==> src/rtl/rot_pkg.sv <==
// Shared definitions for the rotating accumulator: default widths,
// state encoding and the pi/6 angle coefficients in Q2.16.
package rot_pkg;

  localparam int W_DEF    = 16;
  localparam int CW_DEF   = 18;
  localparam int FRAC_DEF = 16;
  localparam int NW_DEF   = 8;

  localparam logic [1:0] ST_IDLE = 2'd0;
  localparam logic [1:0] ST_MUL  = 2'd1;
  localparam logic [1:0] ST_ACC  = 2'd2;

  typedef enum logic [1:0] {
    IDLE = ST_IDLE,
    MUL  = ST_MUL,
    ACC  = ST_ACC
  } state_e;

  localparam int COS_PI6_Q16 = 56756;
  localparam int SIN_PI6_Q16 = 32768;

endpackage

==> src/rtl/cplx_mult_stage.sv <==
// Complex multiply stage: four signed W x CW multipliers whose full-width
// products are registered when en is high and held otherwise.
module cplx_mult_stage #(
  parameter int W  = 16,
  parameter int CW = 18
) (
  input  logic                   clk,
  input  logic                   rst_n,
  input  logic                   en,
  input  logic signed [W-1:0]    a_re,
  input  logic signed [W-1:0]    a_im,
  input  logic signed [CW-1:0]   c_cos,
  input  logic signed [CW-1:0]   c_sin,
  output logic signed [W+CW-1:0] p_rc,
  output logic signed [W+CW-1:0] p_is,
  output logic signed [W+CW-1:0] p_rs,
  output logic signed [W+CW-1:0] p_ic
);

  localparam int PW = W + CW;

  logic signed [PW-1:0] re_x_s, im_x_s, cos_x_s, sin_x_s;
  logic signed [PW-1:0] p_rc_d, p_is_d, p_rs_d, p_ic_d;
  logic signed [PW-1:0] p_rc_q, p_is_q, p_rs_q, p_ic_q;

  // Sign-extend operands to product width and form the four products.
  always_comb begin
    re_x_s  = PW'(a_re);
    im_x_s  = PW'(a_im);
    cos_x_s = PW'(c_cos);
    sin_x_s = PW'(c_sin);
    if (en) begin
      p_rc_d = re_x_s * cos_x_s;
      p_is_d = im_x_s * sin_x_s;
      p_rs_d = re_x_s * sin_x_s;
      p_ic_d = im_x_s * cos_x_s;
    end else begin
      p_rc_d = p_rc_q;
      p_is_d = p_is_q;
      p_rs_d = p_rs_q;
      p_ic_d = p_ic_q;
    end
  end

  // Product registers, cleared on reset.
  always_ff @(posedge clk or negedge rst_n) begin
    if (!rst_n) begin
      p_rc_q <= '0;
      p_is_q <= '0;
      p_rs_q <= '0;
      p_ic_q <= '0;
    end else begin
      p_rc_q <= p_rc_d;
      p_is_q <= p_is_d;
      p_rs_q <= p_rs_d;
      p_ic_q <= p_ic_d;
    end
  end

  assign p_rc = p_rc_q;
  assign p_is = p_is_q;
  assign p_rs = p_rs_q;
  assign p_ic = p_ic_q;

endmodule

==> src/rtl/rot_acc_seq.sv <==
// Complex rotating accumulator: rotates (q_re, q_im) n_steps times by the
// angle given as cos/sin fixed-point coefficients, two cycles per step.
// Optional build macro ROT_SAT_EN: saturate results instead of wrapping.
module rot_acc_seq
  import rot_pkg::*;
#(
  parameter int W    = W_DEF,
  parameter int CW   = CW_DEF,
  parameter int FRAC = FRAC_DEF,
  parameter int NW   = NW_DEF
) (
  input  logic          clk,
  input  logic          rst_n,
  input  logic          ld,
  input  logic [W-1:0]  x_re,
  input  logic [W-1:0]  x_im,
  input  logic          start,
  input  logic [NW-1:0] n_steps,
  input  logic [CW-1:0] cos_c,
  input  logic [CW-1:0] sin_c,
  output logic          busy,
  output logic          done,
  output logic [W-1:0]  q_re,
  output logic [W-1:0]  q_im
);

  localparam int PW = W + CW;
  localparam logic [NW-1:0] CNT_ONE = {{(NW-1){1'b0}}, 1'b1};

  state_e               state_q, state_d;
  logic [CW-1:0]        cos_q, cos_d, sin_q, sin_d;
  logic [NW-1:0]        cnt_q, cnt_d;
  logic                 busy_q, busy_d, done_q, done_d;
  logic [W-1:0]         q_re_q, q_re_d, q_im_q, q_im_d;
  logic                 mul_en_s;
  logic signed [PW-1:0] p_rc_s, p_is_s, p_rs_s, p_ic_s;
  logic signed [PW-1:0] re_full_s, im_full_s;
  logic [W:0]           re_sum_s, im_sum_s;

  // Reduce a W+1-bit sum to W bits: saturate or keep the low bits.
  function automatic logic [W-1:0] reduce_w(input logic [W:0] s);
`ifdef ROT_SAT_EN
    if (s[W] != s[W-1]) begin
      reduce_w = s[W] ? {1'b1, {(W-1){1'b0}}} : {1'b0, {(W-1){1'b1}}};
    end else begin
      reduce_w = s[W-1:0];
    end
`else
    reduce_w = W'(s);
`endif
  endfunction

  cplx_mult_stage #(.W(W), .CW(CW)) u_mult (
    .clk   (clk),
    .rst_n (rst_n),
    .en    (mul_en_s),
    .a_re  (q_re_q),
    .a_im  (q_im_q),
    .c_cos (cos_q),
    .c_sin (sin_q),
    .p_rc  (p_rc_s),
    .p_is  (p_is_s),
    .p_rs  (p_rs_s),
    .p_ic  (p_ic_s)
  );

  // Floor-scale the products and combine them; sums are kept in W+1 bits.
  always_comb begin
    re_full_s = (p_rc_s >>> FRAC) - (p_is_s >>> FRAC);
    im_full_s = (p_rs_s >>> FRAC) + (p_ic_s >>> FRAC);
    re_sum_s  = (W+1)'(re_full_s);
    im_sum_s  = (W+1)'(im_full_s);
  end

  // Sequencer: load/start handling in IDLE, multiply then accumulate per step.
  always_comb begin
    state_d  = state_q;
    cos_d    = cos_q;
    sin_d    = sin_q;
    cnt_d    = cnt_q;
    busy_d   = busy_q;
    done_d   = 1'b0;
    q_re_d   = q_re_q;
    q_im_d   = q_im_q;
    mul_en_s = 1'b0;
    case (state_q)
      IDLE: begin
        if (ld) begin
          q_re_d = x_re;
          q_im_d = x_im;
        end else if (start) begin
          if (n_steps == '0) begin
            done_d = 1'b1;
          end else begin
            cos_d   = cos_c;
            sin_d   = sin_c;
            cnt_d   = n_steps;
            busy_d  = 1'b1;
            state_d = MUL;
          end
        end else begin
          state_d = IDLE;
        end
      end
      MUL: begin
        mul_en_s = 1'b1;
        state_d  = ACC;
      end
      ACC: begin
        q_re_d = reduce_w(re_sum_s);
        q_im_d = reduce_w(im_sum_s);
        cnt_d  = cnt_q - CNT_ONE;
        if (cnt_q == CNT_ONE) begin
          busy_d  = 1'b0;
          done_d  = 1'b1;
          state_d = IDLE;
        end else begin
          state_d = MUL;
        end
      end
      default: begin
        busy_d  = 1'b0;
        state_d = IDLE;
      end
    endcase
  end

  // State, accumulator, coefficient and handshake registers.
  always_ff @(posedge clk or negedge rst_n) begin
    if (!rst_n) begin
      state_q <= IDLE;
      cos_q   <= '0;
      sin_q   <= '0;
      cnt_q   <= '0;
      busy_q  <= 1'b0;
      done_q  <= 1'b0;
      q_re_q  <= '0;
      q_im_q  <= '0;
    end else begin
      state_q <= state_d;
      cos_q   <= cos_d;
      sin_q   <= sin_d;
      cnt_q   <= cnt_d;
      busy_q  <= busy_d;
      done_q  <= done_d;
      q_re_q  <= q_re_d;
      q_im_q  <= q_im_d;
    end
  end

  assign busy = busy_q;
  assign done = done_q;
  assign q_re = q_re_q;
  assign q_im = q_im_q;

endmodule

==> config.mk <==
export PLATFORM = sky130hd
export DESIGN_NAME = rot_acc_seq
export DESIGN_NICKNAME = d
export VERILOG_FILES = /design/src/rtl/rot_pkg.sv /design/src/rtl/cplx_mult_stage.sv /design/src/rtl/rot_acc_seq.sv
export SDC_FILE = /design/constraint.sdc
export NUM_CORES = 2
export LEC_CHECK = 0
export BUFFER_PORTS_ARGS = -buffer_cell sky130_fd_sc_hd__buf_4
export CAP_MARGIN = 20
export CORE_MARGIN = 2
export CORE_UTILIZATION = 58
export DETAILED_ROUTE_END_ITERATION = 12
export PLACE_DENSITY = 0.75
export SYNTH_ARGS = -nofsm -noshare
export SYNTH_HDL_FRONTEND = slang
export SYNTH_HIERARCHICAL = 1
export SYNTH_SLANG_ARGS = --single-unit
==> constraint.sdc <==
create_clock -name clk -period 7.3 [get_ports clk]
set_input_delay 1.46 -clock clk [delete_from_list [all_inputs] [get_ports clk]]
set_output_delay 1.46 -clock clk [all_outputs]
set_load 0.005 [all_outputs]
# Word level (Yosys, flattened, before mapping)
# Cells that the tools add are included.
# classes
bitwise_logic	3
mul	4
reduce_logical	8
n_eq_ne	9
add_sub_neg	3
mux	24
# ops
cell	count
$mul A16 B18 Y32	4
$pmux W16 S2	2
$mux W16	2
$mux W8	3
$add A16 B16 Y16	1
$pmux W8 S2	1
$sub A16 B16 Y16	1
$mux W1	10
$ne A2 B2 Y1 const B	5
$eq A8 B1 Y1 const B	1
$logic_not A8 Y1	1
$reduce_and A4 Y1	2
$sub A8 B1 Y8 const B	1
$mux W2	3
$pmux W2 S3	1
$reduce_and A5 Y1	1
$reduce_and A2 Y1	2
$ne A3 B3 Y1 const B	1
$not A1 Y1	3
$pmux W1 S3	1
$eq A2 B1 Y1 const B	1
$eq A2 B2 Y1 const B	1
$logic_not A2 Y1	1
$pmux W1 S2	1
$reduce_bool A2 Y1	1
# totals
output_inout_bits	34
input_bits	80
elab_cells	63
ff_bits	208

# Depth between registers and ports, before layout
# logic_depth
depth_word	5
depth_mapped	25
ltp_nobuf	23

# Modules after synthesis
# Netlist, hierarchy kept.
# by_module_without_submodules
module	seq_area_each_um2	area_each_um2	instances	cells_per_inst
cplx_mult_stage	3403.3	48512.8	1	5201
rot_acc_seq	2001.9	5308.8	1	561

# Worst setup path before layout
# OpenSTA, ideal clock, no wires.
# synth_path
kind	reg-to-reg
from	reg q_re_q[1] (netlist: q_re[1])
to	reg u_mult/p_rs[32] (netlist name)
synth_period_minus_slack_ns	6.410
t_arrival_ns	6.285
slack_ns	0.890
stages_incl_launch_ff	22
required_time_ns	7.175
n_path_buf	2
setup_ns	0.125
cell_sequence	dfrtp_1 clkbuf_1 clkbuf_1 nand2_1 inv_1 fa_1 fa_1 fa_1 fa_1 fa_1 inv_1 fa_1 inv_1 ha_1 nand3_1 nor2_1 nand2_1 o311ai_0 a311oi_1 o31ai_1 xor2_1 mux2_2
# synth_lines
item	line	text
start, declared	rot_acc_seq.sv:34	logic [W-1:0] q_re_q, q_re_d, q_im_q, q_im_d;
start signal, assigned	rot_acc_seq.sv:146	q_re_q <= q_re_d;

# Worst setup path in the final report
# layout_path
from	reg sin_q[9]
to	reg u_mult.p_is_q[25] (netlist: u_mult/p_is[25])
# layout_between
elab_chain_cells	1
# layout_lines
item	line	text
start, declared	rot_acc_seq.sv:31	logic [CW-1:0] cos_q, cos_d, sin_q, sin_d;
start signal, assigned	rot_acc_seq.sv:142	sin_q <= sin_d;
$mul A16 B18 Y32	cplx_mult_stage.sv:34	p_is_d = im_x_s * sin_x_s;
end signal, assigned	cplx_mult_stage.sv:54	p_is_q <= p_is_d;
end, declared	cplx_mult_stage.sv:24	logic signed [PW-1:0] p_rc_q, p_is_q, p_rs_q, p_ic_q;
# No other way between the ends.
# A chain may end at the register's enable or synchronous reset.

==> flow_summary.ini <==
[cts]
cts.sink_count = 144
clk_pin_slew_ps = 80
root_buffer = clkbuf_16
hold_buffers = 0
postCtsSetupBuffers = 0
htreeDepth = 4
cts_tree = yes
cts_made_buffers = 17
cts_buffer_depth = 2
worst_skew_pair.late_latency_ps = 500

[final_layout]
nNetsFinal = 6917
nFillCells = 6965
drive_gt1_share_pct = 7.784
layout.cells.non_filler = 6479
multi_input_area_um2 = 39570
seqCellArea_um2 = 3610
areaGrowthSynthToFinish_pct = 6.678

[global_routing]
antenna_found_initial = 1
grt_max_degree = 93
grt_pass1_wl_mm = 210.9
grt_use_total_pct = 31.84
grt_pass1_vias = 38830
overflow = 0

[placed_design]
dp_hpwl_mm = 104.4
portBuffers = 113
gp_congestion = 0.9575
pre_cts_slack_ps = 308.6
dpl.cell_count = 6445

[route]
wirelength_mm = 130.3
first_pass_iters = 6
drtIter0Drc = 2768
num_vias = 36320
ant_nets = 0
routedWlPerCell_um = 20.10
drc = 0
viasPerCell = 5.606

[status]
status = finished, final reports clean

[synth]
yosysWarnings = 6
synth_area_per_cell_um2 = 9.221
syn_area_um2 = 49010
synth_nets = 6901
syn_inst = 5315

[setup_path]
r2r_start = sin_q[9]$_DFFE_PN0P_
endpoint_kind = flip-flop
worstPathRequired_ps = 7670
path_max_fanout = 17
startpoint_type = flip-flop
crit_type = reg2reg
crit_arrival_ps = 7370
r2r_end = u_mult/p_is[25]$_DFFE_PN0P_
rrSetupSlack_ps = 300
rr_worst_depth = 20

[timing]
fmax_mhz = 142.9
tightestPinTransition_ps = 1082
skew_ps = 11.68
drv_slew = 0
finalCritPeriodShare_pct = 95.88
grt_setup_unrepaired = false
finalCriticalPeriod_ps = 6999
hold_violations = 0
setup_viol = 0
fin_hold_ws_ps = 499.2
slew_headroom_pct = 27.86
setup_tns_ps = 0
setup_ws_ps = 301.1

[worst_hold_path]
hp-start = u_mult/p_is[26]$_DFFE_PN0P_
hold_path_end = u_mult/p_is[26]$_DFFE_PN0P_
hold_depth = 1
min_path_type = reg2reg

[die]
core_um2 = 83690
die-area_um2 = 86840
fp.dieH_um = 294.7
start_util_pct = 58.56
io_pins = 114
num_rows = 106
die_width_um = 294.7

[run]
drv_cap = 0
-- how the worst max path moves through the flow --
| stage | from | end |
|---|---|---|
| 6_report | sin_q[9]$_DFFE_PN0P_ | u_mult/p_is[25]$_DFFE_PN0P_ |
| 5_1_grt | q_im[4]$_DFFE_PN0P_ | u_mult/p_ic[28]$_DFFE_PN0P_ |
| 4_1_cts | cos_q[6]$_DFFE_PN0P_ | u_mult/p_rc[30]$_DFFE_PN0P_ |
| 3_5_place_dp | q_re[5]$_DFFE_PN0P_ | u_mult/p_rc[30]$_DFFE_PN0P_ |
| 3_3_place_gp | cos_q[6]$_DFFE_PN0P_ | u_mult/p_rc[30]$_DFFE_PN0P_ |
| 2_1_floorplan | q_im[7]$_DFFE_PN0P_ | u_mult/p_is[25]$_DFFE_PN0P_ |
-- stage by stage --
stage	area, µm²	util, %
2_1_floorplan	49010	-
3_3_place_gp	51610	61.67
3_5_place_dp	51640	61.70
4_1_cts	52250	62.44
5_1_grt	52280	62.47
6_report	52280	62.48
-- sequential cells by signal, summed over array words and instances, names as in the netlist --
signal and cells:
q_re 16, sin_q 18, u_mult/p_rs 16, q_im 16, u_mult/p_is 16, cos_q 18, cnt_q 8, done 1
busy 1, u_mult/p_rc 16, u_mult/p_ic 16, state_q 2
-- critical path, stage by stage, from the launching register on --
cell and delay [ps]:
dfrtp_1 980, buf_4 320, nand2_1 100, fa_1 550, inv_1 50, fa_1 480, fa_1 580, fa_1 440
fa_1 490, inv_1 50, fa_1 470, inv_1 40, ha_1 430, nand4_1 200, or4_1 540, o221ai_1 250
o21ai_0 140, nand2b_1 90, a21oi_1 120, and4_1 220, or3_1 330
-- placed cells by master (no fill, tap or decap), types with 21 or more instances in the layout --
| master | count |
|---|---|
| nand3_1 | 30 |
| nor2b_1 | 23 |
| ha_1 | 368 |
| nand2_1 | 629 |
| o21a_1 | 27 |
| o22ai_1 | 30 |
| xor2_1 | 21 |
| a21oi_1 | 130 |
| nor2_1 | 122 |
| dfrtp_1 | 139 |
| a21o_1 | 59 |
| and2_1 | 544 |
| nand2b_1 | 24 |
| fa_1 | 1138 |
| o21ai_0 | 67 |
| xnor2_1 | 30 |
| inv_1 | 1270 |
| mux2_2 | 72 |
| buf_4 | 258 |
-- layout make-up --
class,count,share of cell area (%)
repair buffers,276,4.382
well taps,1134,2.714
clock inverters,13,0.3350
clock buffers,19,0.8472
diodes,1,0.004786
multi-input cells,3620,75.68
flip-flops and latches,144,6.904
inverters,1272,9.132
-- metal layers --
metal / up-vias / GRT usage [%] / wire length (µm)
met5: - / 0 / 0
met4: 0 / 13.44 / 6241
met3: 294 / 7.171 / 12150
met2: 1610 / 49.15 / 59550
met1: 18560 / 43.61 / 52320
li1: 15860 / - / -
-- repair_timing --
action	in CTS	in global routing
setup endpoints to repair	0	5
hold endpoints to repair	0	0
gates resized for setup	0	6
Power is left out: the tool's default activity adds up to more than one toggle a clock period on the data nets, which glitch-free logic cannot reach.
